**config.mk**
```make
export PLATFORM = sky130hd
export DESIGN_NAME = mem_access_unit
export DESIGN_NICKNAME = d
export VERILOG_FILES = /design/src/rtl/mem_access_unit.sv
export SDC_FILE = /design/constraint.sdc
export NUM_CORES = 1
export LEC_CHECK = 0
export ABC_AREA = 1
export BUFFER_PORTS_ARGS = -buffer_cell sky130_fd_sc_hd__buf_2
export CAP_MARGIN = 0
export CORE_UTILIZATION = 49
export DETAILED_ROUTE_END_ITERATION = 6
export PLACE_DENSITY = 0.85
export SYNTH_ARGS = -nofsm -noshare
export SYNTH_HDL_FRONTEND = slang
export SYNTH_SLANG_ARGS = --single-unit
```
**constraint.sdc**
```tcl
create_clock -name clk -period 1.7 [get_ports clk]
set_input_delay 0.255 -clock clk [delete_from_list [all_inputs] [get_ports clk]]
set_output_delay 0.255 -clock clk [all_outputs]
set_load 0.03 [all_outputs]
```
**src/rtl/mem_access_unit.sv**
```systemverilog
// Load/store unit between a core request port and a single-outstanding memory port.
// Handles lane alignment, store replication, load extension, address errors and flush.
module mem_access_unit #(
    parameter int DATA_W = 32,
    parameter int ADDR_W = 32
) (
    input  logic              clk,
    input  logic              resetn,
    input  logic              req_valid,
    output logic              req_ready,
    input  logic              req_we,
    input  logic [1:0]        req_size,
    input  logic              req_signed,
    input  logic [ADDR_W-1:0] req_addr,
    input  logic [DATA_W-1:0] req_wdata,
    input  logic              flush,
    output logic              resp_valid,
    input  logic              resp_ready,
    output logic [DATA_W-1:0] resp_rdata,
    output logic              err_valid,
    output logic              err_store,
    output logic [ADDR_W-1:0] err_badvaddr,
    output logic              mem_req,
    input  logic              mem_gnt,
    output logic [DATA_W/8-1:0] mem_wen,
    output logic [ADDR_W-1:0] mem_addr,
    output logic [DATA_W-1:0] mem_wdata,
    input  logic              mem_rvalid,
    input  logic [DATA_W-1:0] mem_rdata
);

    localparam int NB  = DATA_W / 8;
    localparam int OFS = $clog2(NB);

    typedef enum logic [2:0] {
        IDLE,
        ISSUE,
        WAIT,
        RESP,
        DRAIN
    } state_t;

    state_t state;
    state_t state_next;

    logic            is_store;
    logic [1:0]      size_q;
    logic            signed_q;
    logic [OFS-1:0]  lane_q;

    logic            handshake;
    logic            misaligned;
    logic            accept;
    logic            bad_req;
    int              nbytes;
    logic [NB-1:0]   wen_next;
    logic [DATA_W-1:0] wdata_next;

    logic [DATA_W-1:0] shifted;
    logic [DATA_W-1:0] load_mask;
    logic              sign_bit;
    logic [DATA_W-1:0] load_data;

    assign req_ready  = (state == IDLE);
    assign handshake  = req_valid && req_ready;
    assign accept     = handshake && !misaligned;
    assign bad_req    = handshake && misaligned;
    assign resp_valid = (state == RESP) && !flush;

    always_comb begin
        misaligned = 1'b0;
        case (req_size)
            2'd0:    misaligned = 1'b0;
            2'd1:    misaligned = req_addr[0];
            2'd2:    misaligned = |req_addr[1:0];
            default: misaligned = (DATA_W == 32) || (|req_addr[2:0]);
        endcase
    end

    // Store lane enables and replicated write data, computed from the live request.
    always_comb begin
        wen_next   = '0;
        wdata_next = '0;
        nbytes     = 1 << req_size;
        for (int i = 0; i < NB; i++) begin
            wen_next[i] = req_we
                       && (i >= int'(req_addr[OFS-1:0]))
                       && (i < int'(req_addr[OFS-1:0]) + nbytes);
            wdata_next[8*i +: 8] = req_wdata[8*(i & (nbytes - 1)) +: 8];
        end
    end

    // Load extraction: shift the addressed lane down, mask, then optionally sign-fill.
    always_comb begin
        shifted   = mem_rdata >> {lane_q, 3'b000};
        load_mask = '0;
        for (int i = 0; i < DATA_W; i++) begin
            load_mask[i] = (i < (8 << size_q));
        end
        case (size_q)
            2'd0:    sign_bit = shifted[7];
            2'd1:    sign_bit = shifted[15];
            2'd2:    sign_bit = shifted[31];
            default: sign_bit = shifted[DATA_W-1];
        endcase
        load_data = (shifted & load_mask) | ((signed_q && sign_bit) ? ~load_mask : '0);
    end

    always_ff @(posedge clk or negedge resetn) begin
        if (!resetn) begin
            state <= IDLE;
        end else begin
            state <= state_next;
        end
    end

    always_comb begin
        state_next = state;
        case (state)
            IDLE: begin
                if (accept) state_next = ISSUE;
            end
            ISSUE: begin
                if (mem_gnt) begin
                    if (flush) state_next = is_store ? IDLE : DRAIN;
                    else       state_next = is_store ? RESP : WAIT;
                end else if (flush) begin
                    state_next = IDLE;
                end
            end
            WAIT: begin
                if (mem_rvalid)  state_next = flush ? IDLE : RESP;
                else if (flush)  state_next = DRAIN;
            end
            RESP: begin
                if (flush || resp_ready) state_next = IDLE;
            end
            DRAIN: begin
                if (mem_rvalid) state_next = IDLE;
            end
            default: state_next = IDLE;
        endcase
    end

    // Request capture, memory-side registers, response data and error reporting.
    always_ff @(posedge clk or negedge resetn) begin
        if (!resetn) begin
            mem_req      <= 1'b0;
            mem_wen      <= '0;
            mem_addr     <= '0;
            mem_wdata    <= '0;
            is_store     <= 1'b0;
            size_q       <= '0;
            signed_q     <= 1'b0;
            lane_q       <= '0;
            resp_rdata   <= '0;
            err_valid    <= 1'b0;
            err_store    <= 1'b0;
            err_badvaddr <= '0;
        end else begin
            err_valid <= bad_req;
            if (bad_req) begin
                err_store    <= req_we;
                err_badvaddr <= req_addr;
            end

            if (accept) begin
                mem_req   <= 1'b1;
                mem_addr  <= {req_addr[ADDR_W-1:OFS], {OFS{1'b0}}};
                mem_wen   <= wen_next;
                mem_wdata <= wdata_next;
                is_store  <= req_we;
                size_q    <= req_size;
                signed_q  <= req_signed;
                lane_q    <= req_addr[OFS-1:0];
            end else if (state == ISSUE && (mem_gnt || flush)) begin
                mem_req <= 1'b0;
                mem_wen <= '0;
            end

            if (state == ISSUE && mem_gnt && is_store) begin
                resp_rdata <= '0;
            end
            if (state == WAIT && mem_rvalid && !flush) begin
                resp_rdata <= load_data;
            end
        end
    end

endmodule

```
==> impl_metrics.ini, run 1 <==
[power]
power_frac_comb_pct = 47.9
seqPwrFrac_pct = 32.1
power.internal_mw = 9.49
ir_drop_v = 0.00120
switching_share_pct = 47.0
clockPowerShare_pct = 20.0
power.switching_mw = 8.41
power.density_nw_per_um2 = 2070
p_leak_nw = 5.09

[route]
wl_per_cell_um = 15.1
vias = 6391
ant_nets = 0
drc = 0
detail_route.vias_per_cell = 5.15
first_pass_iters = 5
drt_iter0_drc = 560
wirelength_mm = 18.7

[clocking]
root_buffer = clkbuf_16
path_clk_slew_ns = 0.06
cts_tree = yes
clockBufferDepth = 2
cts.sinks = 142
clk_latency_ns = 0.43
cts_buffers = 17
cts_max_level = 4

[grt]
grt_max_degree = 61
grt.total_usage_pct = 28.7
grt_pass1_wl_mm = 29.4
grt_overflow = 0
grt_pass1_vias = 6081
antenna_found_initial = 1

[worst_setup_path]
crit_arrival_ns = 1.38
cp_max_fo = 3
rr_startpoint = state[2]
rr_worst_depth = 9
crit-reg2reg-capture = mem_addr[28]
cp-end-kind = output pin
worstSetupStartpointType = register
rrSetupSlack_ns = 0.11
crit_type = reg -> out
crit_end = resp_valid
critical_path_required_ns = 1.44
startpoint = state[1]

[sta]
fmax_ghz = 0.613
fin_skew_ns = 0.00912
worst_slew_pin_slew_ns = 0.639
finalCritPeriodShare_pct = 96.0
slew_violations = 0
finalHoldViolations = 0
setup_viol = 0
max-slew-margin-rel_pct = 57.3
fin_hold_ws_ns = 0.0272
fin_crit_ns = 1.63

[layout]
layout.cells.non_filler = 1242
nets = 1168
syn2layout_area_growth_pct = 34.1
seq_area_um2 = 3550
nFillCells = 1075
drive_gt1_share_pct = 30.3
multi_input_area_um2 = 2500

[die]
fp.dieH_um = 117
dieArea_um2 = 13600
fp.dieW_um = 117
rows = 41
io_pins = 244
start_util_pct = 50.5
fp.coreArea_um2 = 12700

[placement]
portBuffers = 241
gp_congestion = 0.865
place_hpwl_mm = 13.6
placed_cells = 1208

[synthesis]
synth_cell_types = 28
synthCells = 804
syn_avg_cell_area_um2 = 8.00
synth.ff_latch_count = 142
synthesis.area_um2 = 6430
ys_warn_count = 0
synth_seq_area_share_pct = 55.3

[status]
status = finished clean

[run]
cap_viol_max_count = 0

[worst_hold_path]
hold_class = in -> reg
layout by cell type (no fill, tap or decap), types with 2 or more instances in the layout:
| cell type | Yosys | final |
|---|---|---|
| nand2_1 | 363 | 361 |
| buf_2 | 19 | 239 |
| dfrtp_1 | 142 | 141 |
| o21ai_0 | 92 | 92 |
| inv_1 | 48 | 48 |
| nand3_1 | 37 | 37 |
| buf_4 | 7 | 23 |
| a21oi_1 | 21 | 20 |
| nor2_1 | 21 | 18 |
| clkbuf_16 | 0 | 18 |
| o21ai_1 | 10 | 10 |
| o211ai_1 | 7 | 7 |
| buf_12 | 0 | 7 |
| clkinvlp_4 | 0 | 5 |
| inv_2 | 5 | 4 |
| nor2_2 | 1 | 4 |
| clkbuf_8 | 0 | 4 |
| nand2_2 | 3 | 3 |
| clkinv_1 | 2 | 2 |
| inv_4 | 1 | 2 |
| ha_1 | 2 | 2 |
| conb_1 | 1 | 2 |
| clkinv_2 | 0 | 2 |
| buf_6 | 2 | 2 |
Yosys cell counts:
| library cell | number | area [um2] |
|---|---|---|
| conb_1 | 1 | 3.75 |
| o21ai_0 | 92 | 460 |
| buf_2 | 19 | 95.1 |
| inv_2 | 5 | 18.8 |
| nor2_1 | 21 | 78.8 |
| nor2_8 | 1 | 20.0 |
| buf_4 | 7 | 52.6 |
| clkbuf_1 | 10 | 37.5 |
| a21oi_1 | 21 | 105 |
| ha_1 | 2 | 25.0 |
| o211ai_1 | 7 | 52.6 |
| nand3_1 | 37 | 185 |
| buf_1 | 2 | 7.51 |
| nand2_1 | 363 | 1360 |
| a31oi_1 | 1 | 6.26 |
| inv_4 | 1 | 6.26 |
| o21ai_4 | 1 | 16.3 |
| nand4_2 | 2 | 25.0 |
| o22ai_1 | 1 | 6.26 |
| buf_6 | 2 | 22.5 |
| o21ai_1 | 10 | 50.1 |
| inv_1 | 48 | 180 |
| clkinv_1 | 2 | 7.51 |
| nand4_1 | 1 | 6.26 |
| nor2_2 | 1 | 6.26 |
| dfrtp_1 | 142 | 3550 |
| nand2_2 | 3 | 18.8 |
| fa_1 | 1 | 20.0 |
metal layers:
layer / wire (um) / GRT usage (%) / up-vias
li1: - / - / 3049
met1: 7360 / 33.8 / 2986
met2: 9150 / 48.0 / 308
met3: 1670 / 9.13 / 48
met4: 561 / 13.2 / 0
met5: 0 / 0 / -
repair_timing:
action / 4_1_cts / 5_1_grt
buffers inserted: 0 / 1
setup endpoints to repair: 9 / 71
hold buffers: 1 / 0
gates cloned: 0 / 1
hold endpoints to repair: 39 / 0
pin swaps: 0 / 1
gates resized for setup: 1 / 14
power by group through the flow:
stage	clock (mW)	sequential (mW)	combinational [mW]
global route	3.77	5.92	9.35
finish	3.59	5.74	8.57
floorplan	0	8.44	2.95
detailed placement	0	5.70	8.46
global placement	0	5.69	8.24
CTS	3.62	5.71	8.47
metrics by stage:
step | worst slack (ns) | utilization (%) | area (um2) | setup TNS, ns | total power [mW]
2_1_floorplan | 0.0299 | - | 6430 | 0 | 11.4
3_3_place_gp | -0.00124 | 62.6 | 7960 | -0.00124 | 13.9
3_5_place_dp | -0.103 | 62.6 | 7960 | -1.13 | 14.2
4_1_cts | 0.0109 | 67.1 | 8540 | 0 | 17.8
5_1_grt | -0.0359 | 67.8 | 8620 | -0.0359 | 19.0
6_report | 0.0680 | 67.8 | 8620 | 0 | 17.9
layout make-up:
type / count / share of cell area, %
well taps: 172 / 2.50
diodes: 1 / 0.0290
inverters: 56 / 2.50
clock inverters: 9 / 1.00
repair buffers: 274 / 18.3
clock buffers: 21 / 5.57
multi-input cells: 567 / 28.9
flip-flops and latches: 142 / 41.2
worst min path at each step:
stage          slack, ns           from  depth (start not counted)         endpoint
2_1_floorplan      -0.04         resetn                          0  err_badvaddr[0]
3_3_place_gp        0.21         resetn                          1   resp_rdata[20]
3_5_place_dp        0.21         resetn                          1   resp_rdata[10]
4_1_cts             0.02  req_wdata[28]                          3    mem_wdata[28]
5_1_grt             0.02  req_wdata[23]                          3    mem_wdata[23]
6_report            0.03  req_wdata[28]                          3    mem_wdata[28]
cell families (layout without fill, tap and decap cells):
group	count (synthesis)	in the layout	synth area share, %
AO/OA/AOI/OAI	133	133	10.8
adder cells (fa/ha/maj)	3	3	0.700
buffers and inverters	96	360	6.66
flip-flops	142	142	55.3
other	1	3	0.0583
AND/OR/NAND/NOR	429	429	26.5
critical path, stage by stage (launching register included):
cell and delay, ns:
dfrtp_1 0.37, inv_1 0.07, nor2_2 0.13, nand3_1 0.12, inv_1 0.08, clkbuf_4 0.18
registers in the layout, summed over array words and instances (netlist names), 2 cells and up:
register	cells
err_badvaddr	32
mem_wdata	32
resp_rdata	32
mem_addr	30
mem_wen	4
state	3
lane_q	2
size_q	2
No activity file was read; power rests on OpenSTA's default activity.
==> run 2: changes to the inputs <==
Settings changed: CORE_UTILIZATION 49 to 50, PLACE_DENSITY 0.85 to 0.86.
Clock period 1.7 ns to 2.05 ns, I/O delays scaled along.
==> run 2 against run 1 <==
Final area fell by 1.6%. First-iteration DRC count rose by 14%. Sequential share of layout area rose by 0.67 points. Critical path depth rose by 4. Setup slack improved by 0.20 ns. Routed wire length fell by 4.2%. Clock skew fell by 0.0022 ns. Sequential power fell by 17%. Die area fell by 2.0%. Clock power fell by 10%. Non-clock buffer count fell by 11. Cell count fell by 0.81%. Critical path type is now reg -> reg. Critical endpoint is now mem_addr[12].
==> impl_metrics.ini, run 2 (synthesis gave the netlist of run 1 again) <==
[status]
status = finished clean

[worst_setup_path]
crit_arrival_ns = 2.11
crit_type = reg -> reg
rr_worst_depth = 9
cp_max_fo = 38
rrSetupSlack_ns = 0.27
worstSetupStartpointType = register
crit-reg2reg-capture = mem_addr[12]
rr_startpoint = state[0]
critical_path_required_ns = 2.38
cp-end-kind = register

[placement]
place_hpwl_mm = 13.0
portBuffers = 241
place_area_um2 = 7850
gp_congestion = 0.880

[route]
drc = 0
detail_route.vias_per_cell = 4.99
ant_nets = 0
vias = 6146
first_pass_iters = 7
wirelength_mm = 18.0
drt_iter0_drc = 641
wl_per_cell_um = 14.6

[layout]
antenna_cells = 0
nFillCells = 1065
biggestRegsByFlops = err_badvaddr (32), mem_wdata (32), resp_rdata (32)
syn2layout_area_growth_pct = 31.9
drive_gt1_share_pct = 28.9
final_common_cell = nand2_1
layout_common_cells = nand2_1, buf_2, dfrtp_1
nets = 1157
post-route-cell-area_um2 = 8480

[sta]
rsz0062_at_grt = false
fin_crit_ns = 1.78
fin_skew_ns = 0.00689
finalCritPeriodShare_pct = 87.0
finalHoldViolations = 0
setup_tns_ns = 0
max-slew-margin-rel_pct = 38.4
worst_slew_pin_slew_ns = 0.921
setup_viol = 0
slew_violations = 0
fmax_ghz = 0.561

[grt]
antenna_found_initial = 0
grt.total_usage_pct = 27.7
grt_pass1_wl_mm = 27.8
grt_overflow = 0
grt_pass1_vias = 5680
grt_max_degree = 55

[die]
fp.dieW_um = 115
rows = 41
fp.coreArea_um2 = 12600
dieArea_um2 = 13300
io_pins = 244
fp.dieH_um = 115
start_util_pct = 51.2

[clocking]
cts_max_level = 4
path_clk_slew_ns = 0.06
cts_tree = yes
root_buffer = clkbuf_16
clk_latency_ns = 0.42
cts.sinks = 142
cts_setup_buffers = 0
cts_buffers = 17
clockBufferDepth = 2

[power]
ir_drop_v = 0.00108
power.density_nw_per_um2 = 1750
p_leak_nw = 5.06

[worst_hold_path]
hold_end = mem_wdata[31]
min_from = req_wdata[31]
holdPathStages = 3
hold_class = in -> reg

[run]
cap_viol_max_count = 0
## run 2: cell type report
cell class | instances | area (um2) | area share, %
Tap cell | 172 | 215 | 2.54
Clock inverter | 12 | 173 | 2.04
Clock buffer | 20 | 447 | 5.27
Inverter | 56 | 213 | 2.51
Sequential cell | 142 | 3550 | 41.9
Multi-Input combinational cell | 567 | 2450 | 28.9
Timing Repair Buffer | 263 | 1430 | 16.9
## run 2: per-stage QoR
stage | worst slack [ns] | utilization, % | std cells | power (mW) | hold slack, ns
final | 0.267 | 67.5 | 1232 | 14.8 | 0.0875
after global routing | 0.0979 | 67.5 | 1232 | 15.8 | 0.0906
after CTS | 0.260 | 67.5 | 1232 | 14.9 | 0.0722
after detailed placement | 0.219 | 62.5 | 1199 | 11.6 | 0.316
after global placement | 0.253 | 62.5 | 1199 | 11.4 | 0.317
after floorplan | 0.230 | - | 805 | 9.44 | 0.0119
## run 2: report_power, final
group | internal (mW) | switching (mW)
registers | 4.04 | 0.696
clock network | 1.98 | 1.23
logic | 1.91 | 4.95
total | 7.94 | 6.88
## run 2: worst max path at each step
stage | from | end | slack, ns
finish | state[0] | mem_addr[12] | 0.27
global route | size_q[1] | resp_rdata[28] | 0.1
CTS | state[0] | mem_addr[12] | 0.26
detailed placement | req_size[0] | mem_wen[2] | 0.22
global placement | req_size[0] | mem_wen[2] | 0.25
floorplan | req_size[0] | mem_wen[2] | 0.23
## run 2: per-layer routing
layer	up-vias	wire length, um	GRT usage (%)
li1	3017	-	-
met1	2819	7260	33.7
met2	280	8830	46.5
met3	30	1500	7.49
met4	0	363	11.4
met5	-	0	0
## run 2: what timing repair did
item | 4_1_cts | 5_1_grt
endpoints found under the hold margin | 51 | 0
hold buffers | 1 | 0
resized for setup | 0 | 0
endpoints found under the setup margin | 0 | 0
## run 2: critical path, stage by stage, from the launching register on
cell and delay [ns]:
dfrtp_1 0.42, inv_2 0.07, nand2_1 0.08, clkinv_1 0.13, nand2_2 0.17, nor2_8 0.06
inv_2 0.33, buf_12 0.24, nand2_1 0.08, o21ai_0 0.10
